$ cat src/rtl/prince_sbox_layer_seq.sv
// rtl/prince_sbox_layer_seq.sv - byte-serial sequencer for the masked PRINCE inverse S-box layer
// Optional macro SBOX_IDLE_ZERO_EN: sb_in* driven to zero on every cycle without an issue.
module prince_sbox_layer_seq #(
    parameter int SBOX_LAT = 2
) (
    input  logic         clk,
    input  logic         rst,
    input  logic         start,
    input  logic [63:0]  in_s1,
    input  logic [63:0]  in_s2,
    input  logic [63:0]  in_s3,
    output logic         busy,
    output logic         done,
    output logic [63:0]  out_s1,
    output logic [63:0]  out_s2,
    output logic [63:0]  out_s3,
    input  logic [215:0] rnd,
    input  logic         rnd_valid,
    output logic         rnd_ready,
    output logic [7:0]   sb_in1,
    output logic [7:0]   sb_in2,
    output logic [7:0]   sb_in3,
    output logic [215:0] sb_r,
    input  logic [7:0]   sb_out1,
    input  logic [7:0]   sb_out2,
    input  logic [7:0]   sb_out3
);

    typedef enum logic [1:0] {
        ST_IDLE  = 2'd0,
        ST_FEED  = 2'd1,
        ST_DRAIN = 2'd2,
        ST_DONE  = 2'd3
    } state_e;

    state_e      state_q, state_d;
    logic [2:0]  ic_q, ic_d;
    logic [3:0]  cc_q, cc_d;
    logic [63:0] sh1_q, sh1_d;
    logic [63:0] sh2_q, sh2_d;
    logic [63:0] sh3_q, sh3_d;
    logic [63:0] o1_q, o1_d;
    logic [63:0] o2_q, o2_d;
    logic [63:0] o3_q, o3_d;
    logic [SBOX_LAT-1:0] vld_q, vld_d;
    logic [2:0]  idx_q [SBOX_LAT];
    logic [2:0]  idx_d [SBOX_LAT];

    logic        issue;
    logic        capture;
    logic [2:0]  tail_idx;
    logic [7:0]  byte1, byte2, byte3;

    assign issue    = (state_q == ST_FEED) && rnd_valid;
    assign capture  = vld_q[SBOX_LAT-1] && ((state_q == ST_FEED) || (state_q == ST_DRAIN));
    assign tail_idx = idx_q[SBOX_LAT-1];

    // ic saturates at 7 on the last issue, so the selector rests on byte 7 after FEED
    assign byte1 = sh1_q[{ic_q, 3'b000} +: 8];
    assign byte2 = sh2_q[{ic_q, 3'b000} +: 8];
    assign byte3 = sh3_q[{ic_q, 3'b000} +: 8];

`ifdef SBOX_IDLE_ZERO_EN
    assign sb_in1 = issue ? byte1 : 8'h00;
    assign sb_in2 = issue ? byte2 : 8'h00;
    assign sb_in3 = issue ? byte3 : 8'h00;
`else
    assign sb_in1 = byte1;
    assign sb_in2 = byte2;
    assign sb_in3 = byte3;
`endif

    assign sb_r      = rnd;
    assign rnd_ready = (state_q == ST_FEED);
    assign busy      = (state_q == ST_FEED) || (state_q == ST_DRAIN);
    assign done      = (state_q == ST_DONE);
    assign out_s1    = o1_q;
    assign out_s2    = o2_q;
    assign out_s3    = o3_q;

    always_comb begin
        vld_d[0] = issue;
        idx_d[0] = ic_q;
        for (int i = 1; i < SBOX_LAT; i++) begin
            vld_d[i] = vld_q[i-1];
            idx_d[i] = idx_q[i-1];
        end
    end

    always_comb begin
        state_d = state_q;
        ic_d    = ic_q;
        cc_d    = cc_q;
        sh1_d   = sh1_q;
        sh2_d   = sh2_q;
        sh3_d   = sh3_q;
        o1_d    = o1_q;
        o2_d    = o2_q;
        o3_d    = o3_q;

        case (state_q)
            ST_IDLE: begin
                if (start) begin
                    sh1_d   = in_s1;
                    sh2_d   = in_s2;
                    sh3_d   = in_s3;
                    ic_d    = 3'd0;
                    cc_d    = 4'd0;
                    state_d = ST_FEED;
                end
            end
            ST_FEED: begin
                if (issue) begin
                    if (ic_q == 3'd7) begin
                        state_d = ST_DRAIN;
                    end else begin
                        ic_d = ic_q + 3'd1;
                    end
                end
            end
            ST_DRAIN: begin
                state_d = ST_DRAIN;
            end
            ST_DONE: begin
                state_d = ST_IDLE;
            end
            default: begin
                state_d = ST_IDLE;
            end
        endcase

        // Returning results land in their own byte lane; shares stay separate
        if (capture) begin
            o1_d[{tail_idx, 3'b000} +: 8] = sb_out1;
            o2_d[{tail_idx, 3'b000} +: 8] = sb_out2;
            o3_d[{tail_idx, 3'b000} +: 8] = sb_out3;
            cc_d = cc_q + 4'd1;
            if (cc_q == 4'd7) begin
                state_d = ST_DONE;
            end
        end
    end

    always_ff @(posedge clk) begin
        if (rst) begin
            state_q <= ST_IDLE;
            ic_q    <= 3'd0;
            cc_q    <= 4'd0;
            sh1_q   <= 64'd0;
            sh2_q   <= 64'd0;
            sh3_q   <= 64'd0;
            o1_q    <= 64'd0;
            o2_q    <= 64'd0;
            o3_q    <= 64'd0;
            vld_q   <= '0;
            for (int i = 0; i < SBOX_LAT; i++) begin
                idx_q[i] <= 3'd0;
            end
        end else begin
            state_q <= state_d;
            ic_q    <= ic_d;
            cc_q    <= cc_d;
            sh1_q   <= sh1_d;
            sh2_q   <= sh2_d;
            sh3_q   <= sh3_d;
            o1_q    <= o1_d;
            o2_q    <= o2_d;
            o3_q    <= o3_d;
            vld_q   <= vld_d;
            for (int i = 0; i < SBOX_LAT; i++) begin
                idx_q[i] <= idx_d[i];
            end
        end
    end

endmodule
$ cat config.mk
export PLATFORM = sky130hd
export DESIGN_NAME = prince_sbox_layer_seq
export DESIGN_NICKNAME = d
export VERILOG_FILES = /design/src/rtl/prince_sbox_layer_seq.sv
export SDC_FILE = /design/constraint.sdc
export NUM_CORES = 1
export LEC_CHECK = 0
export BUFFER_PORTS_ARGS = -buffer_cell sky130_fd_sc_hd__buf_2
export CAP_MARGIN = 10
export CORE_AREA = 3 3 335 337
export DETAILED_ROUTE_END_ITERATION = 7
export DIE_AREA = 0 0 338 340
export SLEW_MARGIN = 40
export SYNTH_ARGS = -nofsm -noshare
export SYNTH_HDL_FRONTEND = slang
export SYNTH_SLANG_ARGS = --single-unit
$ cat constraint.sdc
create_clock -name clk -period 4.2 [get_ports clk]
set_input_delay 0 -clock clk [delete_from_list [all_inputs] [get_ports clk]]
set_output_delay 0 -clock clk [all_outputs]
set_load 0.005 [all_outputs]
## Word level (Yosys, flattened, before mapping)

Memory sizes are Yosys's and may differ from the RTL's.
Cells that the tools add are included.

- Flip-flop bits (word level): 395
- RAM bits: 6
- Input bits: 436
- Output and inout bits: 435
- Logic and storage cells: 62
- Memories: 1

- $add $sub $neg: 3
- Eq/ne operators: 8
- Shift-type cells: 7
- Muxes and demuxes: 21
- Bitwise operators: 2
- Reduce and logical (&&, ||, !) cells: 10

Memory list:

| name | depth | width | read ports | clocked after Yosys merged registers in | wr ports | RTL line | RTL |
|---|---|---|---|---|---|---|---|
| idx_q | 2 | 3 | 2 | 0 | 2 | 46 | `logic [2:0] idx_q [SBOX_LAT];` |

Operators by type and width:

| cell | count |
|---|---|
| 64-bit bitwise mux | 3 |
| 64-bit by 7-bit indexed part select with 8-bit output | 3 |
| 8-bit by 8-bit indexed part select with 64-bit output | 3 |
| 8-bit by 8-bit variable shift with 64-bit output (first input constant) | 1 |
| 3-bit 2-to-1 mux | 5 |
| 4-bit 2-to-1 mux | 3 |
| 2-bit 2-to-1 mux | 5 |
| 6-bit negator with 8-bit output | 1 |
| 2-bit one-hot mux with 4 select lines | 1 |
| 3-bit one-hot mux with 2 select lines | 1 |
| 2-bit nonzero test | 3 |
| 4-bit by 1-bit adder with 4-bit output (second input constant) | 1 |
| 2-bit equality test (second input constant) | 2 |
| 4-bit by 3-bit equality test with 1-bit output (second input constant) | 1 |
| 2-bit inequality test (second input constant) | 2 |
| 2-bit AND reduction | 2 |
| 4-bit AND reduction | 1 |
| 3-bit by 1-bit adder with 3-bit output (second input constant) | 1 |
| 3-bit equality test (second input constant) | 1 |
| 1-bit 2-to-1 mux | 3 |
| 2-bit by 1-bit equality test with 1-bit output (second input constant) | 1 |
| 1-bit logical AND | 2 |
| 2-bit zero test | 1 |
| 2-bit by 1-bit inequality test with 1-bit output (second input constant) | 1 |
| 2 further kinds | 3 |

## Depth between registers and ports, before layout

- Word-level depth: 6
- Mapped depth: 12
- Mapped depth without buffers: 6

## Worst setup path before layout

No wires, ideal clock.

- Path type: register to register
- Start point: mem idx_q[1][0] (netlist: idx_q[0][3])
- End point: reg o1_q[54] (netlist: out_s1[54])
- Library setup time: 0.122 ns
- Arrival time: 2.277 ns
- Setup slack: 1.800 ns
- Cell stages (with the launch flop): 12
- Path buffers: 5
- Period minus slack after synthesis: 2.400 ns
- Cells stage by stage: dfxtp_1 > buf_2 > buf_1 > inv_1 > ha_1 > ha_1 > buf_4 > and4bb_2 > nand3_1 > buf_4 > buf_6 > mux2i_1

RTL lines:

| what | RTL line | RTL |
|---|---|---|
| start, declared | 46 |  |
| end signal, assigned | 152 | `o1_q <= 64'd0;` |
| end signal, assigned | 166 | `o1_q <= o1_d;` |
| end, declared | 42 | `logic [63:0] o1_q, o1_d;` |

==> run summary <==
The run finished with clean final reports. After layout, the worst path uses 75.08% of the clock period. By startpoint and endpoint, the worst setup path is classified as register to register. For the core footprint, the log shows 109200 µm². Sequential cells account for 44.7% of the total power. The startpoint identified for the worst register-to-register timing path is idx_q[0][4]$_SDFF_PP0_. The overall die height is 340 µm. Setup repair after global routing left no endpoint under its margin. For this block, the initial DRC count from the detailed router was 715. Measured on the finished design, the core utilization comes to 21.61%.

Of the cells placed in the final design, the portion with a size suffix greater than 1 is 26.29%. Setup slack of the worst register-to-register path: 1.05 ns. The critical path goes through inv_1, ha_1, ha_1, buf_4, and4bb_2, nand2_1, a31o_1. The H-tree was split into 2 levels. The number of placement rows came out at 121.

STA puts the critical path data arrival time at 3.63 ns. Once detailed placement completed, the half-perimeter wirelength came to 48.52 mm. Library cell contributing the largest single delay on the critical path: and4bb_2. The share of total power dissipated in combinational logic is 10.1%. The biggest area contributor in the post-synthesis netlist is dfxtp_1. Number of failing setup endpoints in the final timing report: 0. The count of nets left with antenna violations once routing finished came out at 0.

Power spread over the standard cell area amounts to 379.6 nW/µm². Entering global routing, the biggest net connects 184 pins. Clock skew on the completed layout was measured at 0.01712 ns. Among all flip-flop cells after synthesis, the most frequent one is dfxtp_1. In this design, the stage delay of the slowest critical-path cell is 0.82 ns.

For the number of search-and-repair iterations in the first detailed-routing pass, the log shows 4. The worst pin sits at a relative slew slack of 47.20%. The synthesized netlist contains 48 unique library cells. Port buffering added 438 buffers. The final weighted congestion of routability-driven global placement was 0.8267. The die covers 114900 µm². Each instance of the synthesized netlist takes up on average 8.920 µm².

When the netlist entered floorplanning its net count stood at 2437. The worst register-to-register path has a depth of 7. The tools report the number of buffers added by the clock tree synthesis step as 47. The tools report the kind of capture point of the worst setup path as a register. In this run the critical register-to-register path is captured at out_s1[63]$_SDFFE_PP0P_. Of all nets on the critical path, the largest fanout is 37. The detail-routed via count per cell was 3.990. Launch instance of the worst min-delay path: rnd[116]. Category of cells accounting for the largest share of critical-path delay: simple AND/OR/NAND/NOR gates.

The register bit count reported by yosys was 401. Among the stages of the critical path, the cell type that occurs most often is ha_1. The smallest clock period supported by the final layout is computed as 3.153 ns.

For this run the aggregate overflow at the end of global routing stands at 0. The number of top-level pins came out at 871. Counting both buffers and inverters, the worst setup path holds a total of 2. The worst hold-check path type was input port to output pin. Cell internal power was estimated by the tool at 6.686 mW.

For the worst setup path, the data required time is 4.67 ns. The count of cells resized by post-cts repair is 0. For this run, the total global-route usage over all layers was measured as 11.19%. The average routed wire per standard cell was 17.40 µm; the final wirelength was 67.49 mm.

The tools report the summed area of non-filler cells in the final layout as 23590 µm². The switching power as a share of total power was 25.32%. The tools report the termination of the worst setup path as out_s1[63]$_SDFFE_PP0P_. The fill cell total of the finished layout is 11860, and the initial core utilization is 16.28%. For this run, design rule violations remaining after detail routing come to 0. The root buffer cell chosen for the clock tree is clkbuf_16. Yosys printed 0 warnings. The number of global-route vias before repair is 15380, and the clock transition at the registers of the reported paths is 0.06 ns. The run gives 45.1% as the clock group share of total power.

For the worst-skew pair, the clock arrives at the later sink with an insertion delay of 0.59 ns. The post-synthesis instance area is 17770 µm², and the async set-or-reset flop fraction in the synthesized netlist is 0%. The number of nets in the layout was 2814. After detailed placement, the total cell area comes to 19760 µm². Summing the sequential cell areas from Yosys gives 45.18% of the chip area. Summed over all nets, the switching power comes to 2.267 mW. The clock passes through at most 3 buffers. The final setup TNS is 0 ns, and the layout overhead on the synthesized area is 32.76%. Sorting the synthesized cells by area gives the leading types as dfxtp_1 45%, nand2_1 11%, buf_4 9.6%. The hold violation count in the final report is 0, and the count of clock tree sinks is 401. On the final layout, the worst hold slack is 0.000001661 ns. The width of the chip came out at 338 µm. The pin slew with the least headroom to its limit was 0.7920 ns; the number of pins with negative max-slew slack in the final report was 0. The tools report the global-route wire length before repair as 97.57 mm. TritonCTS built the clock tree.

Counting every instance in the synthesized netlist gives 1992. The most critical setup path has its startpoint at idx_q[0][4]$_SDFF_PP0_. The logs give 3 for the number of antenna violations at the first check in global routing and 15480 for the number of vias after detailed routing.

The critical path launch point type is a register. Area share of the largest cell type after synthesis: 45.18%. In this run, synthesis inferred 0 flip-flops with an integrated enable. The tool flagged a number of max-cap violations equal to 0. Derived from the worst setup path, the maximum achievable clock frequency is 0.3171 GHz.

The analysis attributes to cell leakage a power of 9.865 nW. The critical path runs through a total of 7 cells. IR analysis of the VDD net gives a maximum drop of 0.2481 mV.
[per-layer routing]
metal | vias up | part of all wire [%] | wire [µm] | track usage [%]
met4 | 0 | 6.1 | 4124 | 6.575
li1 | 7298 | - | - | -
met2 | 748 | 47 | 31790 | 18.84
met3 | 199 | 8.8 | 5936 | 3.468
met5 | - | 0 | 0 | 0
met1 | 7235 | 38 | 25640 | 12.37
[Yosys cell counts, types with 9 or more instances]
library cell	n
mux4_2	48
a31o_1	27
buf_4	227
nand2_1	504
nor4_1	9
inv_1	9
nand2b_1	20
a21oi_1	257
buf_1	18
dfxtp_1	401
nor2b_1	9
ha_1	9
nand3_1	23
clkbuf_1	62
o21ai_1	56
mux2_2	24
buf_2	61
nand4_1	39
nor3_1	18
o21ai_0	15
mux2i_1	99
[worst min-delay path by stage]
stage | to | slack [ns] | depth (start not counted)
floorplan | sb_r[0] | 0.08 | 1
global placement | sb_r[104] | 0.00003 | 0
detailed placement | sb_r[104] | 0.00003 | 0
CTS | sb_r[104] | 0.00003 | 0
global route | sb_r[138] | 0.000008 | 0
finish | sb_r[116] | 0.000002 | 0
[worst register-to-register path, stage by stage, from the launching register on]
cell	delay [ns]
dfxtp_1	0.41
inv_1	0.08
ha_1	0.19
ha_1	0.27
buf_4	0.26
and4bb_2	0.83
nand2_1	0.62
a31o_1	0.41
[final cells by class]
type,count,area (µm²),area share [%]
Inverter,10,40.04,0.1697
Antenna cell,4,10.01,0.04243
Clock inverter,19,198.9,0.8434
Tap cell,1476,1847,7.829
Multi-Input combinational cell,1206,7338,31.11
Clock buffer,61,1279,5.421
Sequential cell,401,8036,34.07
Timing Repair Buffer,703,4840,20.52
[power by group through the flow]
stage	logic (mW)	registers (mW)	clock network [mW]
2_1_floorplan	0.595	4.05	0
3_3_place_gp	0.725	4.09	0
3_5_place_dp	0.736	4.09	0
4_1_cts	0.909	4.01	4.18
5_1_grt	0.992	4.02	4.30
6_report	0.907	4.01	4.04
[layout by cell type (no fill, tap or decap), types with 4 or more instances in the layout]
master | Yosys | final
clkbuf_1 | 62 | 9
nor3_1 | 18 | 18
inv_6 | 0 | 4
a31o_1 | 27 | 27
buf_4 | 227 | 29
mux2_2 | 24 | 24
a21oi_1 | 257 | 257
clkinv_2 | 0 | 7
o211ai_1 | 6 | 6
nand4_1 | 39 | 39
inv_1 | 9 | 9
clkinvlp_4 | 0 | 4
nand2_1 | 504 | 503
mux2i_1 | 99 | 99
buf_12 | 0 | 4
diode_2 | 0 | 4
dlygate4sd3_1 | 0 | 231
nor2b_1 | 9 | 9
nor4_1 | 9 | 9
ha_1 | 9 | 9
o21ai_1 | 56 | 56
nand2b_1 | 20 | 19
nand3_1 | 23 | 23
mux4_2 | 48 | 48
and2_1 | 7 | 5
o21ai_0 | 15 | 15
buf_2 | 61 | 437
dfxtp_1 | 401 | 398
clkbuf_8 | 0 | 5
clkbuf_16 | 0 | 47
[stage by stage]
stage / std cells / setup slack (ns) / total power, mW
finish: 3880 / 1.047 / 8.953
global route: 3876 / 0.8686 / 9.309
CTS: 3875 / 1.077 / 9.100
detailed placement: 3564 / 1.094 / 4.827
global placement: 3562 / 1.078 / 4.811
floorplan: 1992 / 1.800 / 4.646
[sequential cells by signal, indices dropped and copies added (netlist names)]
name	flops
state_q	2
vld_q	2
cc_q	4
sh1_q	64
sh2_q	64
ic_q	3
out_s2	64
idx_q	6
out_s1	64
out_s3	64
sh3_q	64
[cell families (layout without fill, tap and decap cells)]
kind of cell             count (synthesis)  in the layout  synth area share [%]
AND/OR/NAND/NOR                        654            654                 16.01
adder cells (fa/ha/maj)                  9              9                0.6338
AO/OA/AOI/OAI                          371            371                 11.27
multiplexers                           172            172                 13.25
flip-flops                             401            401                 45.18
other                                    0              4                     0
buffers and inverters                  385            793                 13.65
[repair_timing]
action	CTS	global route
hold endpoints to repair	332	0
buffers inserted	0	0
hold buffers	231	0
No activity file was read; power rests on OpenSTA's default activity.
